### config.mk
export PLATFORM = sky130hd
export DESIGN_NAME = uart_cmd_ctrl_flat
export DESIGN_NICKNAME = d
export VERILOG_FILES = /design/src/rtl/uart_cmd_ctrl_if.sv /design/src/rtl/uart_cmd_ctrl.sv /design/src/flat_wrapper.sv
export SDC_FILE = /design/constraint.sdc
export NUM_CORES = 1
export LEC_CHECK = 0
export CELL_PAD_IN_SITES_DETAIL_PLACEMENT = 0
export CELL_PAD_IN_SITES_GLOBAL_PLACEMENT = 1
export CORE_ASPECT_RATIO = 0.9
export CORE_MARGIN = 3
export CORE_UTILIZATION = 35
export CTS_CLUSTER_SIZE = 28
export DETAILED_ROUTE_END_ITERATION = 10
export PLACE_DENSITY_LB_ADDON = 0.1
export SLEW_MARGIN = 5
export SYNTH_ARGS = -nofsm -noshare
export SYNTH_HDL_FRONTEND = slang
export SYNTH_SLANG_ARGS = --single-unit
### constraint.sdc
create_clock -name clk -period 1.6 [get_ports clk]
set_input_delay 0.32 -clock clk [delete_from_list [all_inputs] [get_ports clk]]
set_output_delay 0.32 -clock clk [all_outputs]
set_load 0.02 [all_outputs]
### src/rtl/uart_cmd_ctrl_if.sv
// uart_cmd_ctrl_if: groups the receiver, transmitter and register-bus signals
// of the serial command controller.
//   master : the command controller itself
//   slave  : the environment (UART rx/tx and the register block)
interface uart_cmd_ctrl_if;
  logic       rx_done_tick;
  logic [7:0] rx_dout;
  logic       tx_start;
  logic [7:0] tx_din;
  logic       tx_done_tick;
  logic       wr_en;
  logic       rd_en;
  logic [6:0] addr;
  logic [7:0] wr_data;
  logic [7:0] rd_data;
  logic       busy;
  logic       err_tick;

  modport master (
    input  rx_done_tick, rx_dout, tx_done_tick, rd_data,
    output tx_start, tx_din, wr_en, rd_en, addr, wr_data, busy, err_tick
  );

  modport slave (
    output rx_done_tick, rx_dout, tx_done_tick, rd_data,
    input  tx_start, tx_din, wr_en, rd_en, addr, wr_data, busy, err_tick
  );
endinterface

### src/rtl/uart_cmd_ctrl.sv
// uart_cmd_ctrl: parses SYNC/CMD/[DATA]/[CHK] frames from the UART receiver,
// performs a single register write or read, and answers through the UART
// transmitter with ACK (0x06), NAK (0x15) or the read data byte.
//
// Build option: define UART_CMD_CHECKSUM_EN to require a trailing checksum
// byte (CMD ^ DATA for writes, CMD for reads). Without it frames execute
// right after the last CMD/DATA byte and NAK is never produced.
//
// Every output is a register or a decode of the registered state, so nothing
// from rx_* or rd_data reaches an output combinationally.
module uart_cmd_ctrl #(
  parameter int         TIMEOUT   = 100000,
  parameter logic [7:0] SYNC_BYTE = 8'hA5
) (
  input logic             clk,
  input logic             reset_n,
  uart_cmd_ctrl_if.master bus
);

  localparam int               CNT_W     = $clog2(TIMEOUT + 1);
  localparam logic [CNT_W-1:0] CNT_LIMIT = CNT_W'(TIMEOUT);
  localparam logic [7:0]       ACK_BYTE  = 8'h06;

  typedef enum logic [2:0] {
    S_SYNC,
    S_CMD,
    S_DATA,
    S_CHK,
    S_EXEC,
    S_READ,
    S_TX_START,
    S_TX_WAIT
  } state_t;

  // Where a frame goes once its last address/data byte has been received.
`ifdef UART_CMD_CHECKSUM_EN
  localparam logic [7:0] NAK_BYTE     = 8'h15;
  localparam state_t     PAYLOAD_DONE = S_CHK;
`else
  localparam state_t     PAYLOAD_DONE = S_EXEC;
`endif

  state_t           state_reg, state_next;
  logic             write_reg, write_next;     // 1 = write frame, 0 = read frame
  logic [6:0]       addr_reg, addr_next;
  logic [7:0]       wr_data_reg, wr_data_next;
  logic [7:0]       tx_din_reg, tx_din_next;
  logic             err_reg, err_next;
  logic [CNT_W-1:0] cnt_reg, cnt_next;         // cycles since the last received byte

  logic byte_tick;
  logic in_frame;
  logic timeout_hit;
  logic overrun;

  assign byte_tick = bus.rx_done_tick;

  // Only the byte-collecting states are subject to the inter-byte timeout.
  assign in_frame = (state_reg == S_CMD) || (state_reg == S_DATA) ||
                    (state_reg == S_CHK);

  // A byte arriving on the terminal-count cycle takes priority over the timeout.
  assign timeout_hit = in_frame && !byte_tick && (cnt_reg == CNT_LIMIT);

  // Bytes that arrive while a command is executing or being answered are lost.
  assign overrun = byte_tick &&
                   ((state_reg == S_EXEC) || (state_reg == S_READ) ||
                    (state_reg == S_TX_START) || (state_reg == S_TX_WAIT));

`ifdef UART_CMD_CHECKSUM_EN
  logic [7:0] cmd_byte;
  logic [7:0] chk_expected;
  assign cmd_byte     = {write_reg, addr_reg};
  assign chk_expected = write_reg ? (cmd_byte ^ wr_data_reg) : cmd_byte;
`endif

  // Inter-byte counter: restarts on every byte, saturates, parked at zero outside frames.
  always_comb begin
    cnt_next = '0;
    if (byte_tick || timeout_hit) begin
      cnt_next = '0;
    end else if (in_frame) begin
      cnt_next = (cnt_reg == CNT_LIMIT) ? cnt_reg : cnt_reg + CNT_W'(1);
    end
  end

  // Frame parser, bus sequencing and response selection.
  always_comb begin
    state_next   = state_reg;
    write_next   = write_reg;
    addr_next    = addr_reg;
    wr_data_next = wr_data_reg;
    tx_din_next  = tx_din_reg;
    err_next     = overrun;

    if (timeout_hit) begin
      // Abandon the partial frame silently apart from the error pulse.
      err_next   = 1'b1;
      state_next = S_SYNC;
    end else begin
      case (state_reg)
        S_SYNC: begin
          if (byte_tick && (bus.rx_dout == SYNC_BYTE)) begin
            state_next = S_CMD;
          end
        end

        S_CMD: begin
          if (byte_tick) begin
            write_next = bus.rx_dout[7];
            addr_next  = bus.rx_dout[6:0];
            state_next = bus.rx_dout[7] ? S_DATA : PAYLOAD_DONE;
          end
        end

        S_DATA: begin
          if (byte_tick) begin
            wr_data_next = bus.rx_dout;
            state_next   = PAYLOAD_DONE;
          end
        end

        S_CHK: begin
`ifdef UART_CMD_CHECKSUM_EN
          if (byte_tick) begin
            if (bus.rx_dout == chk_expected) begin
              state_next = S_EXEC;
            end else begin
              // Corrupt frame: answer NAK without touching the register bus.
              err_next    = 1'b1;
              tx_din_next = NAK_BYTE;
              state_next  = S_TX_START;
            end
          end
`else
          state_next = S_SYNC;
`endif
        end

        S_EXEC: begin
          if (write_reg) begin
            tx_din_next = ACK_BYTE;
            state_next  = S_TX_START;
          end else begin
            state_next = S_READ;
          end
        end

        S_READ: begin
          // Register data is valid the cycle after the read strobe.
          tx_din_next = bus.rd_data;
          state_next  = S_TX_START;
        end

        S_TX_START: begin
          state_next = S_TX_WAIT;
        end

        S_TX_WAIT: begin
          if (bus.tx_done_tick) begin
            state_next = S_SYNC;
          end
        end

        default: begin
          state_next = S_SYNC;
        end
      endcase
    end
  end

  // State and datapath registers; reset aborts any frame or transmission at once.
  always_ff @(posedge clk or negedge reset_n) begin
    if (!reset_n) begin
      state_reg   <= S_SYNC;
      write_reg   <= 1'b0;
      addr_reg    <= '0;
      wr_data_reg <= '0;
      tx_din_reg  <= '0;
      err_reg     <= 1'b0;
      cnt_reg     <= '0;
    end else begin
      state_reg   <= state_next;
      write_reg   <= write_next;
      addr_reg    <= addr_next;
      wr_data_reg <= wr_data_next;
      tx_din_reg  <= tx_din_next;
      err_reg     <= err_next;
      cnt_reg     <= cnt_next;
    end
  end

  // Strobes and status are decodes of the registered state.
  assign bus.tx_start = (state_reg == S_TX_START);
  assign bus.wr_en    = (state_reg == S_EXEC) && write_reg;
  assign bus.rd_en    = (state_reg == S_EXEC) && !write_reg;
  assign bus.busy     = (state_reg != S_SYNC);
  assign bus.err_tick = err_reg;
  assign bus.tx_din   = tx_din_reg;
  assign bus.addr     = addr_reg;
  assign bus.wr_data  = wr_data_reg;

endmodule

### src/flat_wrapper.sv
// flat-port wrapper written by rule: the top's interface ports become plain ports
module uart_cmd_ctrl_flat 
#(
  parameter int         TIMEOUT   = 100000,
  parameter logic [7:0] SYNC_BYTE = 8'hA5
)
  (clk, reset_n, bus_rx_done_tick, bus_rx_dout, bus_tx_done_tick, bus_rd_data, bus_tx_start, bus_tx_din, bus_wr_en, bus_rd_en, bus_addr, bus_wr_data, bus_busy, bus_err_tick);
  uart_cmd_ctrl_if bus_i ();
  input logic clk;
  input logic reset_n;
  input wire logic [$bits(bus_i.rx_done_tick)-1:0] bus_rx_done_tick;
  input wire logic [$bits(bus_i.rx_dout)-1:0] bus_rx_dout;
  input wire logic [$bits(bus_i.tx_done_tick)-1:0] bus_tx_done_tick;
  input wire logic [$bits(bus_i.rd_data)-1:0] bus_rd_data;
  output wire logic [$bits(bus_i.tx_start)-1:0] bus_tx_start;
  output wire logic [$bits(bus_i.tx_din)-1:0] bus_tx_din;
  output wire logic [$bits(bus_i.wr_en)-1:0] bus_wr_en;
  output wire logic [$bits(bus_i.rd_en)-1:0] bus_rd_en;
  output wire logic [$bits(bus_i.addr)-1:0] bus_addr;
  output wire logic [$bits(bus_i.wr_data)-1:0] bus_wr_data;
  output wire logic [$bits(bus_i.busy)-1:0] bus_busy;
  output wire logic [$bits(bus_i.err_tick)-1:0] bus_err_tick;
  assign bus_i.rx_done_tick = bus_rx_done_tick;
  assign bus_i.rx_dout = bus_rx_dout;
  assign bus_i.tx_done_tick = bus_tx_done_tick;
  assign bus_i.rd_data = bus_rd_data;
  assign bus_tx_start = bus_i.tx_start;
  assign bus_tx_din = bus_i.tx_din;
  assign bus_wr_en = bus_i.wr_en;
  assign bus_rd_en = bus_i.rd_en;
  assign bus_addr = bus_i.addr;
  assign bus_wr_data = bus_i.wr_data;
  assign bus_busy = bus_i.busy;
  assign bus_err_tick = bus_i.err_tick;
  uart_cmd_ctrl #(.TIMEOUT(TIMEOUT), .SYNC_BYTE(SYNC_BYTE)) u_core (.clk(clk), .reset_n(reset_n), .bus(bus_i));
endmodule
==> impl_metrics.tcl <==
set metrics [dict create \
    status "finished clean" \
    htreeDepth 2 \
    grt_max_degree 46 \
    critPathMaxFanout 4 \
    fin_util_pct 50.9 \
    cts_buffer_depth 2 \
    synth_top_family_by_area "simple AND/OR/NAND/NOR gates" \
    synth_xor_xnor_area_share_pct 5.45 \
    drive_gt1_share_pct 24.1 \
    endpoint_kind "output port" \
    portBuffers 47 \
    placed_area_sq_um 2780 \
    async_flop_share_pct 100 \
    maxCapViolCount 0 \
    path_clk_slew_ns 0.08 \
    final_cell_mix "44 x dfrtp_1, 21 x buf_4, 20 x nor2_1" \
    finalWeightedCongestion 0.841 \
    numCtsBuffers 5 \
    place_ws_ns -0.247 \
    worst_r2r_startpoint "u_core.state_reg[1]" \
    syn_inst 184 \
    syn_nets 206 \
    wl_met2_mm 2.12 \
    cp-start-kind "register" \
    powerDensity_nw_per_um2 1510 \
    grt.overflow.total 0 \
    worst-path-buf-inv 1 \
    ys_ff_latch 45 \
    crit_family "flip-flops" \
    highest_layer "met4" \
    grt.total_usage_pct 14.1 \
    maxSlewViolCount 0 \
    r2r_cells 5 \
    grt_pass1_vias 1550 \
    hp-class "reg -> reg" \
    required_ns 1.28 \
    synth_area_sq_um 2090 \
    finalSetupViolations 0 \
    routedWlPerCell_um 14.4 \
    nNetsFinal 274 \
    slowest_delay_ns 0.42 \
    hpwl_mm 3.34 \
    synth_compound_area_share_pct 8.32 \
    final_area_sq_um 2920 \
    antenna_found_initial 0 \
    yosys-mux-area-fraction_pct 8.62 \
    rsz0062_at_grt "true" \
    die_w_um 87.4 \
    hold_depth 1 \
    largest_reg_flops 17 \
    hp-start "u_core.bus.tx_din[2]" \
    hold_path_end "u_core.bus.tx_din[2]" \
    clock.fmax_ghz 0.637 \
    antenna_cells 0 \
    vias_per_cell 4.89 \
    final_common_cell "dfrtp_1" \
    hold_viol 0 \
    drtPass1Iterations 4 \
    synth_fa_ha_area_share_pct 1.20 \
    synth_cell_type_count 38 \
    insertion_delay_ns 0.30 \
    yosys_warnings 0 \
    vias 1578 \
    hold-worst-slack_ns 0.486 \
    die_y_um 79.3 \
    synthSimpleGateAreaFrac_pct 18.7 \
    leakage_nw 1.41 \
    setup_slack_ns 0.0299 \
    cp.arrival_ns 1.25 \
    synth_edf_count 0 \
    cts_tree "done" \
    fp.coreArea_sq_um 5730 \
    wl_met3_um 248 \
    yosysSeqAreaShare_pct 53.9 \
    clkSinkCount 45 \
    cp_slowest_cell "dfrtp_1" \
    placementRows 26 \
    crit_chain "or3_4, buf_6" \
    ant_nets 0 \
    grt_pass1_wl_mm 7.60 \
    drc 0 \
    slew_headroom_pct 68.9 \
    skew_ns 0.00489 \
    crit_start "u_core.state_reg[1]" \
    worstReg2RegEnd "u_core.bus.addr[1]" \
    ios 48 \
    avgSynthCellArea_sq_um 11.4 \
    root_buffer "clkbuf_8" \
    start_util_pct 36.5 \
    design.die.area_sq_um 6930 \
    finalCritPeriodShare_pct 98.1 \
    crit_type "reg -> out" \
    ys.flop_type "dfrtp_1" \
    fin_crit_ns 1.57 \
    vdd_ir_drop_max_mv 0.822 \
    reg2reg_slack_ns 0.07 \
    power_w 0.00442 \
    drtIter0Drc 49 \
    routed_wl_mm 4.66 \
    wl_met1_mm 2.23 \
    worst_slew_pin_slew_ns 0.460 \
    syn2layout_area_growth_pct 39.5 \
]
## cells in the mapped netlist, drive strengths merged, types with 4 or more instances
| cell | instances | area [sq um] |
|---|---|---|
| nand2 | 6 | 22.5 |
| nand4 | 8 | 50.1 |
| nor3 | 5 | 25.0 |
| inv | 4 | 15.0 |
| nor2 | 20 | 75.1 |
| dfrtp | 45 | 1130 |
| a21oi | 6 | 33.8 |
| o21ai | 4 | 20.0 |
| nand3 | 5 | 37.5 |
| clkbuf | 4 | 15.0 |
| xor2 | 12 | 105 |
| mux2 | 16 | 180 |
| and4 | 5 | 46.3 |
| buf | 7 | 48.8 |
| a22o | 6 | 52.6 |
## cell type report
type                    count  area [sq um]
clock buffers               6          72.6
clock inverters             2          15.0
fillers                   520          2810
inverters                   4          15.0
multi-input cells         124           911
flip-flops and latches     45          1130
well taps                  70          87.6
repair buffers             72           687
## metrics by stage
step / TNS (ns) / cells
final: 0 / 323
after CTS: -0.0172 / 323
after global placement: -5.25 / 313
after detailed placement: -5.95 / 313
after floorplan: 0 / 184
after global routing: -0.0151 / 323
## cells by family (layout without fill, tap and decap cells)
kind of cell	count (synthesis)	count (layout)
flops	45	45
simple gates	68	68
mux	16	16
xor+xnor	13	13
compound gates	25	25
fa+ha+maj	2	2
buf+inv	15	84
## worst max path at each step
stage	endpoint	slack, ns	cells past startpoint
2_1_floorplan	bus_wr_en	0.001	3
4_1_cts	bus_busy	-0.02	2
5_1_grt	bus_busy	-0.01	2
3_5_place_dp	u_core.bus.wr_data[1]	-0.25	5
3_3_place_gp	u_core.bus.wr_data[2]	-0.24	5
6_report	bus_busy	0.03	2
## where the power goes
group	total, W	switching (W)	internal (W)
Clock	0.000698	0.000390	0.000308
Combinational	0.00203	0.00103	0.00100
Sequential	0.00169	0.000201	0.00149
## per-layer routing
metal | global-route usage (%) | vias to the layer above
li1 | - | 792
met1 | 20.1 | 744
met2 | 21.0 | 35
met3 | 3.63 | 7
met4 | 4.14 | 0
met5 | 0 | -
## what timing repair did
item	in CTS	in global routing
buffers inserted	1	0
hold buffers	1	0
gates cloned	0	0
endpoints found under the hold margin	6	0
resized for setup	29	21
endpoints found under the setup margin	15	50
(Power assumes the default switching activity.)
